[config.mk]
export PLATFORM = sky130hd
export DESIGN_NAME = clock_core_multi_alarm_flat
export DESIGN_NICKNAME = d
export VERILOG_FILES = /design/src/rtl/clock_core_multi_alarm_if.sv /design/src/rtl/clock_core_multi_alarm.sv /design/src/flat_wrapper.sv
export SDC_FILE = /design/constraint.sdc
export NUM_CORES = 1
export LEC_CHECK = 0
export BUFFER_PORTS_ARGS = -buffer_cell sky130_fd_sc_hd__buf_2
export CAP_MARGIN = 20
export CORE_AREA = 5 5 117 119
export DETAILED_ROUTE_END_ITERATION = 10
export DIE_AREA = 0 0 122 124
export PLACE_DENSITY = 0.64
export SYNTH_ARGS = -nofsm -noshare
export SYNTH_HDL_FRONTEND = slang
export SYNTH_SLANG_ARGS = --single-unit
[constraint.sdc]
create_clock -name CP50 -period 3.7 [get_ports CP50]
set_input_delay 0.74 -clock CP50 [delete_from_list [all_inputs] [get_ports CP50]]
set_output_delay 0.74 -clock CP50 [all_outputs]
set_load 0.01 [all_outputs]
[src/rtl/clock_core_multi_alarm_if.sv]
// Bundles the clock core's control, adjust, alarm-table and time/indicator
// signals so the core and its consumers share a single port.
interface clock_core_multi_alarm_if #(
  parameter int unsigned NUM_ALARMS = 4
);
  logic                  EN;
  logic                  Ctrl24To12;
  logic                  AdjH;
  logic                  AdjM;
  logic                  AlarmWr;
  logic [3:0]            AlarmSel;
  logic                  AlarmEnIn;
  logic [4:0]            AlarmHIn;
  logic [5:0]            AlarmMIn;
  logic                  AlarmAck;
  logic [4:0]            Hour;
  logic [5:0]            Min;
  logic [5:0]            Sec;
  logic [4:0]            DispHour;
  logic                  PM;
  logic                  SecTick;
  logic [NUM_ALARMS-1:0] AlarmHit;
  logic                  LEDAlarm;
  logic                  LEDZ;

  modport slave (
    input  EN, Ctrl24To12, AdjH, AdjM, AlarmWr, AlarmSel, AlarmEnIn,
           AlarmHIn, AlarmMIn, AlarmAck,
    output Hour, Min, Sec, DispHour, PM, SecTick, AlarmHit, LEDAlarm, LEDZ
  );

  modport master (
    output EN, Ctrl24To12, AdjH, AdjM, AlarmWr, AlarmSel, AlarmEnIn,
           AlarmHIn, AlarmMIn, AlarmAck,
    input  Hour, Min, Sec, DispHour, PM, SecTick, AlarmHit, LEDAlarm, LEDZ
  );
endinterface

[src/rtl/clock_core_multi_alarm.sv]
// Time-of-day core: prescaler, H:M:S chain, 12/24 h mapping, hour/minute
// adjust, alarm table with ring timeout, and hourly chime.
module clock_core_multi_alarm #(
  parameter int unsigned TICK_DIV   = 50000000,
  parameter int unsigned NUM_ALARMS = 4,
  parameter int unsigned RING_SECS  = 30,
  parameter int unsigned CHIME_SECS = 5
) (
  input  logic                        CP50,
  input  logic                        CR,
  clock_core_multi_alarm_if.slave     bus
);
  localparam int unsigned PW = (TICK_DIV > 1) ? $clog2(TICK_DIV) : 1;
  localparam int unsigned RW = (RING_SECS > 1) ? $clog2(RING_SECS) : 1;
  localparam int unsigned CW = $clog2(CHIME_SECS + 1);

  typedef struct packed {
    logic       en;
    logic [4:0] h;
    logic [5:0] m;
  } alarm_t;

  logic [PW-1:0]         presc_q, presc_d;
  logic                  tick_q, tick_d;
  logic [4:0]            hour_q, hour_d;
  logic [5:0]            min_q, min_d;
  logic [5:0]            sec_q, sec_d;
  logic                  adjh_hist_q, adjh_hist_d;
  logic                  adjm_hist_q, adjm_hist_d;
  logic [NUM_ALARMS-1:0] hit_q, hit_d;
  logic [RW-1:0]         ring_q, ring_d;
  logic [CW-1:0]         chime_q, chime_d;
  logic                  ledz_q, ledz_d;
  alarm_t                alarm_q [NUM_ALARMS];
  alarm_t                alarm_d [NUM_ALARMS];

  logic                  adjh_edge, adjm_edge, adj_any, tick_use;
  logic                  sec_wrap, min_wrap, wr_ok;
  logic [NUM_ALARMS-1:0] hit_new;
  logic [4:0]            disp_hour_c;
  logic                  pm_c;

  always_ff @(posedge CP50) begin
    if (CR) begin
      presc_q     <= '0;
      tick_q      <= 1'b0;
      hour_q      <= '0;
      min_q       <= '0;
      sec_q       <= '0;
      adjh_hist_q <= 1'b1;
      adjm_hist_q <= 1'b1;
      hit_q       <= '0;
      ring_q      <= '0;
      chime_q     <= '0;
      ledz_q      <= 1'b0;
      for (int i = 0; i < int'(NUM_ALARMS); i++) alarm_q[i] <= '0;
    end else begin
      presc_q     <= presc_d;
      tick_q      <= tick_d;
      hour_q      <= hour_d;
      min_q       <= min_d;
      sec_q       <= sec_d;
      adjh_hist_q <= adjh_hist_d;
      adjm_hist_q <= adjm_hist_d;
      hit_q       <= hit_d;
      ring_q      <= ring_d;
      chime_q     <= chime_d;
      ledz_q      <= ledz_d;
      for (int i = 0; i < int'(NUM_ALARMS); i++) alarm_q[i] <= alarm_d[i];
    end
  end

  always_comb begin
    presc_d     = presc_q;
    tick_d      = 1'b0;
    hour_d      = hour_q;
    min_d       = min_q;
    sec_d       = sec_q;
    hit_d       = hit_q;
    ring_d      = ring_q;
    chime_d     = chime_q;
    hit_new     = '0;
    for (int i = 0; i < int'(NUM_ALARMS); i++) alarm_d[i] = alarm_q[i];

    adjh_hist_d = bus.AdjH;
    adjm_hist_d = bus.AdjM;
    adjh_edge   = bus.AdjH & ~adjh_hist_q;
    adjm_edge   = bus.AdjM & ~adjm_hist_q;
    adj_any     = adjh_edge | adjm_edge;
    // An adjust edge swallows any coincident tick.
    tick_use    = tick_q & ~adj_any;
    sec_wrap    = tick_use && (sec_q == 6'd59);
    min_wrap    = sec_wrap && (min_q == 6'd59);

    if (bus.EN) begin
      if (presc_q == PW'(TICK_DIV - 1)) begin
        presc_d = '0;
        tick_d  = 1'b1;
      end else begin
        presc_d = presc_q + PW'(1);
      end
    end

    if (adj_any) begin
      if (adjh_edge) hour_d = (hour_q == 5'd23) ? 5'd0 : hour_q + 5'd1;
      if (adjm_edge) begin
        min_d = (min_q == 6'd59) ? 6'd0 : min_q + 6'd1;
        sec_d = 6'd0;
      end
    end else if (tick_use) begin
      sec_d = sec_wrap ? 6'd0 : sec_q + 6'd1;
      if (sec_wrap) min_d = (min_q == 6'd59) ? 6'd0 : min_q + 6'd1;
      if (min_wrap) hour_d = (hour_q == 5'd23) ? 5'd0 : hour_q + 5'd1;
    end

    for (int i = 0; i < int'(NUM_ALARMS); i++) begin
      if (sec_wrap && alarm_q[i].en && (alarm_q[i].h == hour_d) &&
          (alarm_q[i].m == min_d))
        hit_new[i] = 1'b1;
    end

    if (tick_use && (|hit_q)) begin
      if (ring_q == RW'(RING_SECS - 1)) begin
        hit_d  = '0;
        ring_d = '0;
      end else begin
        ring_d = ring_q + RW'(1);
      end
    end
    if (bus.AlarmAck) begin
      hit_d  = '0;
      ring_d = '0;
    end

    wr_ok = bus.AlarmWr && (32'(bus.AlarmSel) < NUM_ALARMS) &&
            (bus.AlarmHIn <= 5'd23) && (bus.AlarmMIn <= 6'd59);
    for (int i = 0; i < int'(NUM_ALARMS); i++) begin
      if (wr_ok && (bus.AlarmSel == 4'(i))) begin
        alarm_d[i] = '{en: bus.AlarmEnIn, h: bus.AlarmHIn, m: bus.AlarmMIn};
        if (!bus.AlarmEnIn) hit_d[i] = 1'b0;
      end
    end

    // Fresh hits override ack/timeout and restart the ring window.
    if (|hit_new) ring_d = '0;
    hit_d = hit_d | hit_new;

    if (min_wrap) chime_d = CW'(CHIME_SECS);
    else if (tick_use && (chime_q != '0)) chime_d = chime_q - CW'(1);
    ledz_d = (chime_d != '0);
  end

  always_comb begin
    disp_hour_c = hour_q;
    if (bus.Ctrl24To12) begin
      if (hour_q == 5'd0)       disp_hour_c = 5'd12;
      else if (hour_q > 5'd12)  disp_hour_c = hour_q - 5'd12;
    end
    pm_c = (hour_q >= 5'd12);
  end

  assign bus.Hour     = hour_q;
  assign bus.Min      = min_q;
  assign bus.Sec      = sec_q;
  assign bus.DispHour = disp_hour_c;
  assign bus.PM       = pm_c;
  assign bus.SecTick  = tick_q;
  assign bus.AlarmHit = hit_q;
  assign bus.LEDAlarm = |hit_q;
  assign bus.LEDZ     = ledz_q;
endmodule

[src/flat_wrapper.sv]
// flat-port wrapper written by rule: the top's interface ports become plain ports
module clock_core_multi_alarm_flat 
#(
  parameter int unsigned TICK_DIV   = 50000000,
  parameter int unsigned NUM_ALARMS = 4,
  parameter int unsigned RING_SECS  = 30,
  parameter int unsigned CHIME_SECS = 5
)
  (CP50, CR, bus_EN, bus_Ctrl24To12, bus_AdjH, bus_AdjM, bus_AlarmWr, bus_AlarmSel, bus_AlarmEnIn, bus_AlarmHIn, bus_AlarmMIn, bus_AlarmAck, bus_Hour, bus_Min, bus_Sec, bus_DispHour, bus_PM, bus_SecTick, bus_AlarmHit, bus_LEDAlarm, bus_LEDZ);
  clock_core_multi_alarm_if #(.NUM_ALARMS(NUM_ALARMS)) bus_i ();
  input  logic CP50;
  input  logic CR;
  input wire logic [$bits(bus_i.EN)-1:0] bus_EN;
  input wire logic [$bits(bus_i.Ctrl24To12)-1:0] bus_Ctrl24To12;
  input wire logic [$bits(bus_i.AdjH)-1:0] bus_AdjH;
  input wire logic [$bits(bus_i.AdjM)-1:0] bus_AdjM;
  input wire logic [$bits(bus_i.AlarmWr)-1:0] bus_AlarmWr;
  input wire logic [$bits(bus_i.AlarmSel)-1:0] bus_AlarmSel;
  input wire logic [$bits(bus_i.AlarmEnIn)-1:0] bus_AlarmEnIn;
  input wire logic [$bits(bus_i.AlarmHIn)-1:0] bus_AlarmHIn;
  input wire logic [$bits(bus_i.AlarmMIn)-1:0] bus_AlarmMIn;
  input wire logic [$bits(bus_i.AlarmAck)-1:0] bus_AlarmAck;
  output wire logic [$bits(bus_i.Hour)-1:0] bus_Hour;
  output wire logic [$bits(bus_i.Min)-1:0] bus_Min;
  output wire logic [$bits(bus_i.Sec)-1:0] bus_Sec;
  output wire logic [$bits(bus_i.DispHour)-1:0] bus_DispHour;
  output wire logic [$bits(bus_i.PM)-1:0] bus_PM;
  output wire logic [$bits(bus_i.SecTick)-1:0] bus_SecTick;
  output wire logic [$bits(bus_i.AlarmHit)-1:0] bus_AlarmHit;
  output wire logic [$bits(bus_i.LEDAlarm)-1:0] bus_LEDAlarm;
  output wire logic [$bits(bus_i.LEDZ)-1:0] bus_LEDZ;
  assign bus_i.EN = bus_EN;
  assign bus_i.Ctrl24To12 = bus_Ctrl24To12;
  assign bus_i.AdjH = bus_AdjH;
  assign bus_i.AdjM = bus_AdjM;
  assign bus_i.AlarmWr = bus_AlarmWr;
  assign bus_i.AlarmSel = bus_AlarmSel;
  assign bus_i.AlarmEnIn = bus_AlarmEnIn;
  assign bus_i.AlarmHIn = bus_AlarmHIn;
  assign bus_i.AlarmMIn = bus_AlarmMIn;
  assign bus_i.AlarmAck = bus_AlarmAck;
  assign bus_Hour = bus_i.Hour;
  assign bus_Min = bus_i.Min;
  assign bus_Sec = bus_i.Sec;
  assign bus_DispHour = bus_i.DispHour;
  assign bus_PM = bus_i.PM;
  assign bus_SecTick = bus_i.SecTick;
  assign bus_AlarmHit = bus_i.AlarmHit;
  assign bus_LEDAlarm = bus_i.LEDAlarm;
  assign bus_LEDZ = bus_i.LEDZ;
  clock_core_multi_alarm #(.TICK_DIV(TICK_DIV), .NUM_ALARMS(NUM_ALARMS), .RING_SECS(RING_SECS), .CHIME_SECS(CHIME_SECS)) u_core (.CP50(CP50), .CR(CR), .bus(bus_i));
endmodule
==> results of run 1 <==
layout make-up:
| type | instances | area [um2] |
|---|---|---|
| Timing Repair Buffer | 61 | 325 |
| Clock buffer | 9 | 225 |
| Clock inverter | 7 | 105 |
| Multi-Input combinational cell | 466 | 3140 |
| Inverter | 19 | 71.3 |
| Tap cell | 172 | 215 |
| Sequential cell | 107 | 2140 |
| Fill cell | 1182 | 6240 |
report_power, final:
part	internal [uW]	switching [uW]
Combinational	55.7	87.4
Clock	606	470
Sequential	1160	12.3
cells in the mapped netlist, types with 2 or more instances:
cell type	number
mux2i_1	52
xor2_1	30
a221o_1	4
nor3_1	19
and3_1	6
or3_1	6
o211ai_1	5
mux2i_2	4
and2_1	3
nor2b_1	5
o21ai_0	14
nor2_1	105
buf_1	4
o221ai_1	3
a2111oi_0	2
o311ai_0	2
inv_1	19
nor4_1	7
a21o_1	2
xnor2_1	45
nand3b_1	2
a31oi_1	5
o21ai_4	2
a21oi_1	22
dfxtp_1	107
nand4_1	18
ha_1	12
nand2_1	36
o31a_1	2
or2_2	3
nand2b_1	6
a211oi_1	2
nand3_1	19
clkbuf_1	18
sequential cells by signal (all words and copies together) (netlist names), 3 cells and up:
name / count
u_core.bus.Min: 6
u_core.presc_q: 26
u_core.alarm_q: 48
u_core.bus.Hour: 5
u_core.bus.AlarmHit: 4
u_core.ring_q: 5
u_core.bus.Sec: 6
u_core.chime_q: 3
metal layers:
layer | share of wire [%] | GRT usage (%) | up-vias
met2 | 45 | 29.2 | 124
met3 | 5.7 | 4.36 | 22
met5 | 0 | 0 | -
met4 | 2.8 | 7.98 | 0
met1 | 47 | 24.2 | 2149
li1 | - | - | 2227
logic make-up (layout without fill, tap and decap cells):
| logic type | after synthesis | count (layout) | share of synthesized area (%) |
|---|---|---|---|
| compound gates | 75 | 75 | 10.0 |
| xor+xnor | 75 | 75 | 12.0 |
| fa+ha+maj | 12 | 12 | 2.75 |
| buf+inv | 43 | 96 | 3.12 |
| flops | 107 | 107 | 39.3 |
| mux | 57 | 57 | 10.8 |
| simple gates | 247 | 247 | 21.9 |
layout by cell type, fill, tap and decap left out, types with 3 or more instances in the layout:
cell       instances
a21oi_1           22
a221o_1            4
a31oi_1            5
and2_1             3
and3_1             6
buf_2             53
buf_4              8
clkbuf_16          9
dfxtp_1          107
ha_1              12
inv_1             19
inv_6              3
mux2i_1           52
mux2i_2            4
nand2_1           36
nand2b_1           6
nand3_1           19
nand4_1           18
nor2_1           105
nor2b_1            5
nor3_1            18
nor4_1             7
o211ai_1           5
o21ai_0           14
o221ai_1           3
or2_2              3
or3_1              6
xnor2_1           45
xor2_1            30
path summary, 6_finish.rpt:
path | depth (start not counted) | startpoint | end | slack [ns]
hold / removal | 2 | u_core.presc_q[18] | u_core.presc_q[18] | 0.51
hold reg to reg | 2 | u_core.presc_q[18] | u_core.presc_q[18] | 0.51
setup reg to reg | 10 | u_core.bus.Min[0] | u_core.ring_q[0] | 0.35
setup / recovery | 10 | u_core.bus.Min[0] | u_core.ring_q[0] | 0.35
worst reg2reg max path: cells and delay by family (launching register included):
family                   cells  cell delay [ns]
AO/OA/AOI/OAI                1             0.25
AND/OR/NAND/NOR              6             1.62
adder cells (fa/ha/maj)      1             0.33
XOR/XNOR                     1             0.12
flip-flops                   1             0.46
multiplexers                 1             0.46
stage by stage:
stage               instance area [um2]  util [%]  cells  setup slack, ns  hold WS (ns)
floorplan                          5450         -    616            0.805         0.452
detailed placement                 5900      47.3    825            0.362         0.499
finish                             6230      50.0    841            0.349         0.511
CTS                                6230      50.0    841            0.347         0.511
global placement                   5900      47.3    825            0.431         0.482
global route                       6230      50.0    841            0.116         0.531
==> metrics, run 1 <==
CTS buffer count 9; outcome finished clean; Synth Instances 616; Diodes inserted 0; period utilisation layout 90.6%; post-synth top area share 39.3%; Clock Path Buffers 2; WS Path Type register to register; Post-synth EDFFs 0; initial antenna violation count 0; Final Hold Fails 0; final total power 2390 uW; Cell Pwr Density 384 mW/mm2; top_reg_cell synth dfxtp_1; CP arrival 3.60 ns; crit-path cells ha_1 -> nand2_1 -> or4_4 -> o21ai_4 -> mux2i_2 -> xnor2_1 -> nor4_1 -> nand4_1 -> nand3_2 -> nor3_1; RePlAce Congestion 0.950; Post-CTS Setup Bufs 0; Buf+Inv Stages, Crit Path 0; Synth Warn # 0; Die Footprint 0.0151 mm2; post-route ant nets 0; Setup Viol. Count Final 0; Seq cells post-synth 107; IO Pins 54; grt ovf 0; Layout area overhead 14.3%; crit end category register; CP Max Fanout 6; Port Buffer Count 53; class of the worst hold path register to register; ratio of cells with drive above 1 in the final layout 14.5%; Final #Nets 700; Die Wd 122 um; slew margin rel. 38.7%; Slew Viols, Final 0; Initial Util 43.7%; DRT Pass-1 Iters 4; Final TNS setup 0 ns; total wire length 13.5 mm; via count 4,522; core area 0.0125 mm2; drc violations 0; vias in the first global route 4,270; Startpoint Class register; Reg clk slew, reported paths 0.07 ns; area leader, netlist dfxtp_1; Root Buffer clkbuf_16; max-cap violations 0; leak pwr 0.00238 uW; wire per inst 16.0 um; Peak supply drop 200 uV; CP delay by family, top simple AND/OR/NAND/NOR gates; unique cell type count in the Yosys netlist 59; Clock Skews 0.0103 ns; dominant cells by area after synthesis dfxtp_1 (39%), mux2i_1 (9.5%), nor2_1 (7.2%); fraction of registers with async set/reset 0%; crit path time final 3.35 ns; worst skew pair latency 0.36 ns; CP max stage cell or4_4; Critical Path RT 3.95 ns; CTS tree done; RSZ-0062 raised after global routing no; fmax 298 MHz; DR vias/cell 5.38; DP HPWL 10.1 mm; number of DRC markers in iteration 0 274; Sink Count 107; Post-Syn Nets 652; hold buffers post-CTS 0; Total GRT Usage 18.5%; H-tree depth 3; Post-CTS Resized 0; largest net degree at the start of global routing 50; post-synthesis sequential area ratio 39.3%; Site Rows 41; first-pass GRT wire length 21.7 mm; Syn Area/Cell 8.85 um2; Die Span Y 124 um; synthesized area 0.00545 mm2; Max stage delay on crit path 0.63 ns; Worst-Margin Slew 0.920 ns
No activity file was read; power rests on OpenSTA's default activity.
==> run 2: changes to the inputs <==
CELL_PAD_IN_SITES_DETAIL_PLACEMENT = 0   (was default)
CELL_PAD_IN_SITES_GLOBAL_PLACEMENT = 1   (was default)
PLACE_DENSITY = 0.8   (was 0.64)
==> metrics, run 2 (synthesized netlist as in run 1, its figures left out) <==
max-cap violations 0; Slew Viols, Final 0; sequential share of power 49.5%; number of DRC markers in iteration 0 286; DR vias/cell 5.22; fin area 0.00624 mm2; Clock Skews 0.00475 ns; slew margin rel. 35.8%; Startpoint Class register; initial antenna violation count 0; RSZ-0062 raised after global routing no; fill count 1,222; Root Buffer clkbuf_16; Clock Path Buffers 2; total wire length 13.2 mm; crit path time final 3.36 ns; crit end category register; Peak supply drop 214 uV; H-tree depth 3; vias in the first global route 4,287; WS Path Type register to register; post-route ant nets 0; Final #Nets 701; CTS tree done; worst skew pair latency 0.35 ns; final total power 2370 uW; CP arrival 3.59 ns; Diodes inserted 0; wire per inst 15.6 um; top flop regs u_core.alarm_q: 48 flops, u_core.presc_q: 26 flops; CTS buffer count 9; RR Startpoint u_core.bus.Min[1]; Worst Reg-to-Reg Cells 10; Worst-Margin Slew 0.963 ns; Critical Path RT 3.93 ns; Site Rows 41; RePlAce Congestion 0.909; Setup WS post-layout 0.339 ns; hold buffers post-CTS 0; most flop-heavy register u_core.alarm_q; Worst R2R End u_core.ring_q[1]; Cell Pwr Density 380 mW/mm2; pre-CTS setup slack 0.377 ns; Largest register FFs 48; Sw Share 22.0%; worst setup path start u_core.bus.Min[1]; Reg clk slew, reported paths 0.07 ns; Post-CTS Resized 0; Worst Setup EP u_core.ring_q[1]; ratio of cells with drive above 1 in the final layout 14.6%; Net Sw Power 522 uW; Layout area overhead 14.5%; Setup Viol. Count Final 0; CP Max Fanout 6; Post-CTS Setup Bufs 0; class of the worst hold path register to register; Sink Count 107; Die Wd 122 um; Die Span Y 124 um; R2R Setup Slk 0.34 ns; grt ovf 0; P_int 1850 uW; IO Pins 54; via count 4,395; Gate power share 5.9%; cell area after placement 0.00591 mm2; clock power share 44.6%; drc violations 0; commonest non-fill, non-tap cell in the layout dfxtp_1; period utilisation layout 90.8%; Port Buffer Count 53; Die Footprint 0.0151 mm2; DP HPWL 10.0 mm; first-pass GRT wire length 21.8 mm; fmax 297 MHz; Final TNS setup 0 ns; largest net degree at the start of global routing 73; leak pwr 0.00239 uW; Total GRT Usage 18.3%; outcome finished clean; Final Hold Fails 0; DRT Pass-1 Iters 5; commonest cells after routing, fill and taps aside dfxtp_1 (107), nor2_1 (105), buf_2 (53), mux2i_1 (52), xnor2_1 (45); Initial Util 43.7%; core area 0.0125 mm2; hold slack final 0.502 ns
## run 2: power by group through the flow
stage               sequential (uW)  clock (uW)  combinational (uW)
floorplan                      1200           0                88.9
global placement               1200           0                 139
detailed placement             1200           0                 141
CTS                            1170        1090                 142
global route                   1180        1130                 155
finish                         1170        1060                 141
## run 2: worst min path at each step
| stage | depth (start not counted) | startpoint | to | slack (ns) |
|---|---|---|---|---|
| floorplan | 2 | u_core.alarm_q[3][11] | u_core.alarm_q[3][11] | 0.45 |
| global placement | 2 | u_core.alarm_q[3][11] | u_core.alarm_q[3][11] | 0.47 |
| detailed placement | 2 | u_core.alarm_q[3][11] | u_core.alarm_q[3][11] | 0.48 |
| CTS | 2 | u_core.alarm_q[3][11] | u_core.alarm_q[3][11] | 0.50 |
| global route | 2 | u_core.bus.AlarmHit[0] | u_core.bus.AlarmHit[0] | 0.54 |
| finish | 2 | u_core.alarm_q[3][11] | u_core.alarm_q[3][11] | 0.50 |
## run 2: critical path, cell delays in order, from the launching register on
cell and delay (ns):
dfxtp_1 0.41, ha_1 0.32, nand2_1 0.18, or4_4 0.63
o21ai_4 0.25, mux2i_2 0.46, xnor2_1 0.13, nor4_1 0.33
nand4_1 0.24, nand3_2 0.20, nor3_1 0.08
## run 2: per-layer routing
layer	share of wire, %	global-route usage (%)	vias up
met5	0	0	-
met4	1.6	5.74	0
met3	3.4	3.36	17
met2	46	29.4	52
met1	49	25.1	2086
li1	-	-	2240
## run 2: metrics by stage
| stage | instances | utilization (%) |
|---|---|---|
| after global routing | 842 | 50.1 |
| after floorplan | 616 | - |
| after global placement | 826 | 47.4 |
| after CTS | 842 | 50.1 |
| after detailed placement | 826 | 47.4 |
| final | 842 | 50.1 |
## run 2: area by class of cell
cell class                 count  area (um2)  share of cell area, %
clock inverter                 5        83.8                   1.34
inverter                      19        71.3                   1.14
timing repair buffer          62         333                   5.33
clock buffer                  11         253                   4.05
sequential                   107        2140                   34.3
multi-input combinational    466        3140                   50.4
tap                          172         215                   3.45
